<file path="src/rtl/mem_port_arbiter_pkg.sv">
// Shared definitions for the two-port RAM front end: size codes, port ids,
// arbiter state encoding and the store lane-enable helper.
package mem_pkg;

  localparam logic [1:0] SZ_BYTE = 2'b00;
  localparam logic [1:0] SZ_HALF = 2'b01;
  localparam logic [1:0] SZ_WORD = 2'b10;

  localparam logic PORT_I = 1'b0;
  localparam logic PORT_D = 1'b1;

  typedef enum logic {
    ST_IDLE = 1'b0,
    ST_WAIT = 1'b1
  } stateT;

  // Size code 11 behaves as a word access.
  function automatic logic [3:0] laneMask(input logic [1:0] size);
    case (size)
      SZ_BYTE: laneMask = 4'b0001;
      SZ_HALF: laneMask = 4'b0011;
      SZ_WORD: laneMask = 4'b1111;
      default: laneMask = 4'b1111;
    endcase
  endfunction

endpackage

</file>
<file path="src/rtl/mem_port_arbiter_if.sv">
// Bundle of fetch port, load/store port and RAM manager signals.
// slave = the arbiter; master = the core stages and RAM manager around it.
interface mem_port_arbiter_if #(
  parameter int ADDR_W = 32
);
  logic              i_req;
  logic [ADDR_W-1:0] i_addr;
  logic              i_gnt;
  logic              i_rvalid;
  logic [31:0]       i_rdata;
  logic              d_req;
  logic              d_we;
  logic [1:0]        d_size;
  logic              d_signed;
  logic [ADDR_W-1:0] d_addr;
  logic [31:0]       d_wdata;
  logic              d_gnt;
  logic              d_rvalid;
  logic [31:0]       d_rdata;
  logic [3:0]        mem_we;
  logic [ADDR_W-1:0] mem_addr;
  logic [31:0]       mem_din;
  logic [31:0]       mem_dout;

  modport slave (
    input  i_req, i_addr, d_req, d_we, d_size, d_signed, d_addr, d_wdata, mem_dout,
    output i_gnt, i_rvalid, i_rdata, d_gnt, d_rvalid, d_rdata, mem_we, mem_addr, mem_din
  );

  modport master (
    output i_req, i_addr, d_req, d_we, d_size, d_signed, d_addr, d_wdata, mem_dout,
    input  i_gnt, i_rvalid, i_rdata, d_gnt, d_rvalid, d_rdata, mem_we, mem_addr, mem_din
  );
endinterface

</file>
<file path="src/rtl/mem_port_arbiter_formatter.sv">
// Load data formatting: extracts byte/half/word from the raw RAM word and
// applies sign or zero extension.
module load_formatter
  import mem_pkg::*;
(
  input  logic [31:0] raw,
  input  logic [1:0]  size,
  input  logic        isSigned,
  output logic [31:0] data
);

  always_comb begin
    data = raw;
    case (size)
      SZ_BYTE: data = {{24{isSigned & raw[7]}}, raw[7:0]};
      SZ_HALF: data = {{16{isSigned & raw[15]}}, raw[15:0]};
      default: data = raw;
    endcase
  end

endmodule

</file>
<file path="src/rtl/mem_port_arbiter.sv">
// Round-robin arbiter sharing the RAM manager between fetch (I) and
// load/store (D), sequencing read latency and returning formatted data.
module mem_port_arbiter
  import mem_pkg::*;
#(
  parameter int ADDR_W   = 32,
  parameter int READ_LAT = 1
) (
  input logic               clk,
  input logic               rst_n,
  mem_port_arbiter_if.slave bus
);

  localparam logic [2:0] CNT_INIT = 3'(READ_LAT - 1);

  stateT             state, stateNext;
  logic [2:0]        cnt, cntNext;
  logic              lg;
  logic              ownReg;
  logic [1:0]        sizeReg;
  logic              signedReg;
  logic [ADDR_W-1:0] addrReg;
  logic [31:0]       iRdataReg, dRdataReg;
  logic              lastCycle, canGrant, iGnt, dGnt, readGnt, storeGnt;
  logic [31:0]       fmtData;

  load_formatter fmt (
    .raw      (bus.mem_dout),
    .size     (sizeReg),
    .isSigned (signedReg),
    .data     (fmtData)
  );

  // Grants open in IDLE and on the response cycle of a read, so reads stream back to back.
  always_comb begin
    lastCycle = (state == ST_WAIT) && (cnt == 3'd0);
    canGrant  = rst_n && ((state == ST_IDLE) || lastCycle);
    iGnt      = 1'b0;
    dGnt      = 1'b0;
    if (canGrant) begin
      if (bus.i_req && bus.d_req) begin
        if (lg == PORT_I) dGnt = 1'b1;
        else              iGnt = 1'b1;
      end else begin
        iGnt = bus.i_req;
        dGnt = bus.d_req;
      end
    end
    storeGnt = dGnt && bus.d_we;
    readGnt  = iGnt || (dGnt && !bus.d_we);
  end

  always_comb begin
    stateNext = state;
    cntNext   = cnt;
    if (readGnt) begin
      stateNext = ST_WAIT;
      cntNext   = CNT_INIT;
    end else if ((state == ST_WAIT) && (cnt != 3'd0)) begin
      cntNext = cnt - 3'd1;
    end else begin
      stateNext = ST_IDLE;
      cntNext   = '0;
    end
  end

  always_ff @(posedge clk or negedge rst_n) begin
    if (!rst_n) begin
      state     <= ST_IDLE;
      cnt       <= '0;
      lg        <= PORT_I;
      ownReg    <= PORT_I;
      sizeReg   <= '0;
      signedReg <= 1'b0;
      addrReg   <= '0;
      iRdataReg <= '0;
      dRdataReg <= '0;
    end else begin
      state <= stateNext;
      cnt   <= cntNext;
      if (iGnt || dGnt) begin
        lg        <= dGnt;
        ownReg    <= dGnt;
        addrReg   <= dGnt ? bus.d_addr : bus.i_addr;
        sizeReg   <= bus.d_size;
        signedReg <= bus.d_signed;
      end
      if (lastCycle && (ownReg == PORT_I)) iRdataReg <= bus.mem_dout;
      if (lastCycle && (ownReg == PORT_D)) dRdataReg <= fmtData;
    end
  end

  // Response data bypasses the holding register on the rvalid cycle itself.
  always_comb begin
    bus.i_gnt    = iGnt;
    bus.d_gnt    = dGnt;
    bus.i_rvalid = lastCycle && (ownReg == PORT_I);
    bus.d_rvalid = lastCycle && (ownReg == PORT_D);
    bus.i_rdata  = bus.i_rvalid ? bus.mem_dout : iRdataReg;
    bus.d_rdata  = bus.d_rvalid ? fmtData : dRdataReg;
    bus.mem_we   = storeGnt ? laneMask(bus.d_size) : '0;
    bus.mem_addr = (iGnt || dGnt) ? (dGnt ? bus.d_addr : bus.i_addr) : addrReg;
    bus.mem_din  = storeGnt ? bus.d_wdata : '0;
  end

endmodule

</file>
<file path="src/flat_wrapper.sv">
// flat-port wrapper written by rule: the top's interface ports become plain ports
module mem_port_arbiter_flat import mem_pkg::*;
#(
  parameter int ADDR_W   = 32,
  parameter int READ_LAT = 1
)
  (clk, rst_n, bus_i_req, bus_i_addr, bus_d_req, bus_d_we, bus_d_size, bus_d_signed, bus_d_addr, bus_d_wdata, bus_mem_dout, bus_i_gnt, bus_i_rvalid, bus_i_rdata, bus_d_gnt, bus_d_rvalid, bus_d_rdata, bus_mem_we, bus_mem_addr, bus_mem_din);
  mem_port_arbiter_if #(.ADDR_W(ADDR_W)) bus_i ();
  input logic clk;
  input logic rst_n;
  input wire logic [$bits(bus_i.i_req)-1:0] bus_i_req;
  input wire logic [$bits(bus_i.i_addr)-1:0] bus_i_addr;
  input wire logic [$bits(bus_i.d_req)-1:0] bus_d_req;
  input wire logic [$bits(bus_i.d_we)-1:0] bus_d_we;
  input wire logic [$bits(bus_i.d_size)-1:0] bus_d_size;
  input wire logic [$bits(bus_i.d_signed)-1:0] bus_d_signed;
  input wire logic [$bits(bus_i.d_addr)-1:0] bus_d_addr;
  input wire logic [$bits(bus_i.d_wdata)-1:0] bus_d_wdata;
  input wire logic [$bits(bus_i.mem_dout)-1:0] bus_mem_dout;
  output wire logic [$bits(bus_i.i_gnt)-1:0] bus_i_gnt;
  output wire logic [$bits(bus_i.i_rvalid)-1:0] bus_i_rvalid;
  output wire logic [$bits(bus_i.i_rdata)-1:0] bus_i_rdata;
  output wire logic [$bits(bus_i.d_gnt)-1:0] bus_d_gnt;
  output wire logic [$bits(bus_i.d_rvalid)-1:0] bus_d_rvalid;
  output wire logic [$bits(bus_i.d_rdata)-1:0] bus_d_rdata;
  output wire logic [$bits(bus_i.mem_we)-1:0] bus_mem_we;
  output wire logic [$bits(bus_i.mem_addr)-1:0] bus_mem_addr;
  output wire logic [$bits(bus_i.mem_din)-1:0] bus_mem_din;
  assign bus_i.i_req = bus_i_req;
  assign bus_i.i_addr = bus_i_addr;
  assign bus_i.d_req = bus_d_req;
  assign bus_i.d_we = bus_d_we;
  assign bus_i.d_size = bus_d_size;
  assign bus_i.d_signed = bus_d_signed;
  assign bus_i.d_addr = bus_d_addr;
  assign bus_i.d_wdata = bus_d_wdata;
  assign bus_i.mem_dout = bus_mem_dout;
  assign bus_i_gnt = bus_i.i_gnt;
  assign bus_i_rvalid = bus_i.i_rvalid;
  assign bus_i_rdata = bus_i.i_rdata;
  assign bus_d_gnt = bus_i.d_gnt;
  assign bus_d_rvalid = bus_i.d_rvalid;
  assign bus_d_rdata = bus_i.d_rdata;
  assign bus_mem_we = bus_i.mem_we;
  assign bus_mem_addr = bus_i.mem_addr;
  assign bus_mem_din = bus_i.mem_din;
  mem_port_arbiter #(.ADDR_W(ADDR_W), .READ_LAT(READ_LAT)) u_core (.clk(clk), .rst_n(rst_n), .bus(bus_i));
endmodule
</file>
<file path="config.mk">
export PLATFORM = sky130hd
export DESIGN_NAME = mem_port_arbiter_flat
export DESIGN_NICKNAME = d
export VERILOG_FILES = /design/src/rtl/mem_port_arbiter_pkg.sv /design/src/rtl/mem_port_arbiter_if.sv /design/src/rtl/mem_port_arbiter_formatter.sv /design/src/rtl/mem_port_arbiter.sv /design/src/flat_wrapper.sv
export SDC_FILE = /design/constraint.sdc
export NUM_CORES = 1
export LEC_CHECK = 0
export CAP_MARGIN = 20
export CORE_ASPECT_RATIO = 1.75
export CORE_MARGIN = 2
export CORE_UTILIZATION = 41
export DETAILED_ROUTE_END_ITERATION = 10
export HOLD_SLACK_MARGIN = 0.03
export PLACE_DENSITY = 0.95
export SLEW_MARGIN = 20
export SYNTH_ARGS = -nofsm -noshare
export SYNTH_HDL_FRONTEND = slang
export SYNTH_SLANG_ARGS = --single-unit
</file>
<file path="constraint.sdc">
create_clock -name clk -period 5.32 [get_ports clk]
set_input_delay 1.064 -clock clk [delete_from_list [all_inputs] [get_ports clk]]
set_output_delay 1.064 -clock clk [all_outputs]
set_load 0.005 [all_outputs]
</file>
==> results of run 1 <==
-- kinds of logic (layout without fill, tap and decap cells) --
family,count (synthesis),in the layout
AND/OR/NAND/NOR,119,119
AO/OA/AOI/OAI,106,106
flip-flops,104,104
multiplexers,44,44
buffers and inverters,38,299
adder cells (fa/ha/maj),2,2
XOR/XNOR,1,1
-- metal layers --
layer | wire (µm) | global-route usage [%] | part of all wire [%]
met3 | 1130 | 6.32 | 7.9
met2 | 7690 | 43.3 | 54
met1 | 5070 | 25.3 | 35
met4 | 433 | 10.4 | 3.0
met5 | 0 | 0 | 0
-- worst max-delay path by stage --
stage	from	endpoint	slack [ns]	cells after the start
5_1_grt	bus_d_req	bus_mem_we[2]	0.60	5
3_3_place_gp	bus_d_req	bus_mem_addr[2]	0.88	6
2_1_floorplan	bus_d_req	bus_mem_addr[21]	2.33	4
3_5_place_dp	bus_d_req	bus_mem_we[2]	0.71	5
6_report	bus_d_req	bus_mem_we[2]	0.71	5
4_1_cts	bus_d_req	bus_mem_we[2]	0.70	5
-- state kept, by name, indices dropped and copies added (netlist names) --
signal            count
u_core.state          1
u_core.addrReg       32
u_core.dRdataReg     32
u_core.iRdataReg     32
u_core.signedReg      1
u_core.sizeReg        2
u_core.lg             1
u_core.cnt            3
-- metrics by stage --
stage | utilization [%] | hold WS, ns
3_5_place_dp | 68.1 | 0.419
5_1_grt | 71.2 | 0.445
6_report | 71.2 | 0.424
4_1_cts | 70.9 | 0.428
3_3_place_gp | 68.0 | 0.414
2_1_floorplan | - | 0.403
-- cell usage in the layout (no fill, tap or decap), types with 2 or more instances in the layout --
cell,instances
clkdlybuf4s50_1,270
dfrtp_1,104
nor2_1,60
a21oi_1,48
mux2_2,42
and2_1,33
a22oi_1,32
nand2_1,17
a31oi_1,17
clkbuf_16,9
buf_4,6
inv_1,4
o21ai_0,3
mux2_1,2
ha_1,2
clkbuf_1,2
-- final cells by class --
class,count,area share (%)
timing repair buffer,278,36.5
inverter,5,0.245
clock inverter,4,0.686
clock buffer,12,3.22
sequential,104,34.0
tap,130,2.12
multi-input combinational,272,23.2
-- report_power, final --
group          internal, mW  switching, mW
Clock                 0.380          0.282
Sequential             1.01         0.0708
Combinational         0.639          0.391
Total                  2.03          0.743
==> out/qor.csv, run 1 <==
metric,value,unit
largest net degree at the start of global routing,65,
Hold Path End,u_core.cnt[0]$_DFF_PN0_,
"Clk pin slew, worst setup/hold paths",0.06,ns
# IOs,272,
R2R setup slack,3.10,ns
CTS Buf Count,9,
placement row count,50,
post-cts repair resize count,0,
antenna violations before repair,0,
worst rel slew slack,39.5,%
grt ovf,0,
hold depth,1,
Initial Util,42.3,%
clock root buffer,clkbuf_16,
all-layer global routing usage,23.6,%
Fin Setup TNS,0,ns
storage element area,0.00260,mm²
Die ar.,0.0120,mm²
pre-CTS setup slack,0.711,ns
share of layout cells above drive strength 1,10.8,%
P_leak,3.13,nW
adder-cell share of the synthesized area,0.550,%
final instance area,0.00766,mm²
simple-gate share of the synthesized area,12.6,%
Layout area overhead,68.2,%
R2R cell count,7,
largest area contributor in the netlist,dfrtp_1,
Async SR Flop Fraction,100,%
# Post-CTS Setup Buffers,0,
DRC Markers,0,
mux cell area share after synthesis,10.9,%
DR iter-0 viols,135,
area fraction of the dominant cell type after synthesis,57.2,%
H-tree depth,3,
fin cells,805,
post-synthesis xor/xnor area fraction,0.192,%
buffers added on ports,271,
post-DP HPWL,10.9,mm
endpoints failing setup,0,
CP bufs+invs,2,
Critical Path Most Common Cell,clkdlybuf4s50_1,
Worst Skew,0.00662,ns
main combinational cell family by area after synthesis,compound AO/OA/AOI/OAI gates,
Core Footprint,0.0108,mm²
outcome,"complete, no violations",
post-synthesis average cell area,11.0,µm²
R2R Path Start,u_core.cnt[0]$_DFF_PN0_,
Seq cells post-synth,104,
fill count,749,
CTS Hold Bufs,0,
WL/cell,17.8,µm
Netlist cell types,32,
# Max-Cap Violations,0,
VDD IR max,0.248,mV
Required @ worst endpoint,4.26,ns
"Period Utilization, post-route",86.7,%
CP Max Fanout,35,
Least-Margin Pin Slew,0.904,ns
Synth Instances,414,
critical path class,in2out,
Final Slew Violations,0,
Inst Count DP,788,
Hold Startpoint,u_core.cnt[0]$_DFF_PN0_,
Final GP Congestion,0.795,
Skew-Pair Late Insertion Delay,0.34,ns
RR Endpoint,u_core.dRdataReg[20]$_DFF_PN0_,
Die X-Extent,83.7,µm
via-per-instance ratio,5.19,
CP max-delay cell,and4_1,
Crit path largest cell delay,0.83,ns
most frequent cells after synthesis,"dfrtp_1, nor2_1, a21oi_1, mux2_2, and2_1",
pwr/cell area,362,mW/mm²
crit path launch type,input pin,
clk buf depth,2,
number of enable flip-flop cells after synthesis,0,
Post-Route WL,14.3,mm
Die Y,143,µm
FMAX,217,MHz
Area contributors post-synth,"dfrtp_1, mux2_2, a21oi_1",
Via Count,4174,
minimum clock period,4.61,ns
Multi-input gate area,0.00178,mm²
critical-path cell list,clkdlybuf4s50_1 > a21boi_2 > and4_1 > and2_1 > clkdlybuf4s50_1,
ANT cells,0,
arrival time at the worst endpoint,3.55,ns
"count leader, synth",dfrtp_1,
Pwr Total,2.77,mW
first-pass detailed-route iteration total,4,
Fin. Hold Viols,0,
CTS sink cnt,104,
synth warn,0,
"CP delay by family, top",simple AND/OR/NAND/NOR gates,
syn nets,552,
ys flop type,dfrtp_1,
Hold Path Class,reg2reg,
RSZ-0062 raised after global routing,false,
DRT antenna net count,0,
CTS tree,done,
Mapped Area,0.00455,mm²
first-pass GRT wire length,22.5,mm
vias in the first global route,4456,
Layout Nets,808,
worst setup margin,0.705,ns
DP Area,0.00733,mm²
CP Capture Type,output pin,
sequential element share of the synthesized area,57.2,%
Compound-Gate Fraction of Synth Area,14.4,%
No activity file was read; power rests on OpenSTA's default activity.
==> run 2: changes to the inputs <==
--- a/config.mk
+++ b/config.mk
@@ -6,9 +6,11 @@
 export NUM_CORES = 1
 export LEC_CHECK = 0
 export CAP_MARGIN = 20
+export CELL_PAD_IN_SITES_DETAIL_PLACEMENT = 1
+export CELL_PAD_IN_SITES_GLOBAL_PLACEMENT = 1
 export CORE_ASPECT_RATIO = 1.75
 export CORE_MARGIN = 2
-export CORE_UTILIZATION = 41
+export CORE_UTILIZATION = 29
 export DETAILED_ROUTE_END_ITERATION = 10
 export HOLD_SLACK_MARGIN = 0.03
 export PLACE_DENSITY = 0.95
==> out/qor.csv, run 2 (same netlist as run 1, synthesis figures left out) <==
metric,value,unit
VDD IR max,0.151,mV
Crit path largest cell delay,0.56,ns
crit path launch type,input pin,
Final GP Congestion,0.873,
H-tree depth,3,
CTS tree,done,
Hold Startpoint,u_core.cnt[0]$_DFF_PN0_,
CTS sink cnt,104,
clock root buffer,clkbuf_16,
Critical path origin,bus_d_req,
post-cts repair resize count,0,
ANT cells,0,
DRT antenna net count,0,
R2R setup slack,3.10,ns
buffers added on ports,271,
NetSw,0.779,mW
outcome,"complete, no violations",
CP Capture Type,output pin,
first-pass GRT wire length,26.2,mm
Hold Path Class,reg2reg,
CP Max Fanout,48,
Core Footprint,0.0154,mm²
vias in the first global route,4852,
Sw Share,27.5,%
Fin Setup TNS,0,ns
minimum clock period,4.49,ns
Comb power frac,36.9,%
Largest regs,"u_core.addrReg x32, u_core.dRdataReg x32, u_core.iRdataReg x32",
Worst Skew,0.0123,ns
pwr/cell area,366,mW/mm²
grt ovf,0,
FMAX,223,MHz
Die ar.,0.0168,mm²
post-DP HPWL,13.3,mm
share of layout cells above drive strength 1,11.1,%
Fin. Hold Viols,0,
worst rel slew slack,49.6,%
arrival time at the worst endpoint,3.42,ns
endpoints failing setup,0,
Via Count,4268,
fill count,1661,
Final Slew Violations,0,
Post-Route WL,17.0,mm
storage element area,0.00260,mm²
critical-path cell list,clkdlybuf4s50_1 > o21ai_0 > a21oi_4 > buf_12 > nor2_1 > a21oi_1 > clkdlybuf4s50_1,
hold depth,1,
Least-Margin Pin Slew,0.754,ns
"most common cell after layout, fill and taps aside",clkdlybuf4s50_1,
placement row count,60,
first-pass detailed-route iteration total,4,
Required @ worst endpoint,4.26,ns
R2R Path Start,u_core.cnt[0]$_DFF_PN0_,
# Max-Cap Violations,0,
R2R cell count,6,
internal power,2.06,mW
Layout Nets,810,
critical path class,in2out,
"Clk pin slew, worst setup/hold paths",0.07,ns
Die X-Extent,98.7,µm
clock group share of total power,24.8,%
RSZ-0062 raised after global routing,false,
most frequent cells in the layout,"clkdlybuf4s50_1, dfrtp_1, nor2_1",
clk buf depth,2,
# Post-CTS Setup Buffers,0,
Layout area overhead,70.1,%
RR Endpoint,u_core.dRdataReg[4]$_DFF_PN0_,
P_leak,3.14,nW
Worst Hold Slack,0.445,ns
CTS Hold Bufs,0,
Initial Util,29.6,%
largest net degree at the start of global routing,80,
CP max-delay cell,clkdlybuf4s50_1,
Multi-input gate area,0.00177,mm²
# IOs,272,
DR iter-0 viols,95,
WL/cell,19.8,µm
via-per-instance ratio,4.96,
sequential power share,38.2,%
"Period Utilization, post-route",84.4,%
Critical Path Most Common Cell,clkdlybuf4s50_1,
Skew-Pair Late Insertion Delay,0.34,ns
DRC Markers,0,
all-layer global routing usage,20.0,%
Hold Path End,u_core.cnt[0]$_DFF_PN0_,
antenna violations before repair,0,
Die Y,170,µm
CTS Buf Count,9,
## run 2: worst max-delay path by stage
stage	cells past startpoint	slack (ns)	endpoint
3_5_place_dp	7	0.82	bus_mem_addr[13]
3_3_place_gp	5	0.95	bus_d_rdata[25]
2_1_floorplan	4	2.33	bus_mem_addr[21]
5_1_grt	7	0.67	bus_mem_addr[13]
6_report	7	0.83	bus_mem_addr[13]
4_1_cts	7	0.84	bus_mem_addr[2]
## run 2: critical path: cells and delay by family
family,cells,cell delay [ns]
simple gates,1,0.07
buf+inv,3,1.38
compound gates,3,0.89
## run 2: layer usage
| layer | track usage (%) | up-vias | wire (µm) |
|---|---|---|---|
| met2 | 37.1 | 194 | 9410 |
| li1 | - | 1944 | - |
| met3 | 5.07 | 32 | 980 |
| met5 | 0 | - | 0 |
| met4 | 6.73 | 0 | 422 |
| met1 | 21.8 | 2098 | 6190 |
## run 2: power groups by stage
stage | clock network, mW | registers, mW | logic (mW)
2_1_floorplan | 0 | 1.06 | 0.383
3_3_place_gp | 0 | 1.08 | 0.998
3_5_place_dp | 0 | 1.10 | 1.05
4_1_cts | 0.730 | 1.09 | 1.06
5_1_grt | 0.755 | 1.11 | 1.13
6_report | 0.705 | 1.08 | 1.05
## run 2: final cells by class
type / count / share of cell area, %
Timing Repair Buffer: 280 / 36.3
Sequential cell: 104 / 33.6
Multi-Input combinational cell: 272 / 22.8
Tap cell: 186 / 3.01
Clock buffer: 9 / 2.91
Clock inverter: 5 / 1.05
Inverter: 5 / 0.242
## run 2: through the flow
step / setup slack [ns] / power [mW] / instance area (µm²) / std cells / util, %
floorplan: 2.33 / 1.45 / 4550 / 414 / -
global route: 0.670 / 2.99 / 7740 / 861 / 50.3
detailed placement: 0.823 / 2.15 / 7410 / 846 / 48.1
CTS: 0.837 / 2.87 / 7710 / 860 / 50.1
global placement: 0.955 / 2.08 / 7410 / 846 / 48.1
finish: 0.831 / 2.84 / 7740 / 861 / 50.3
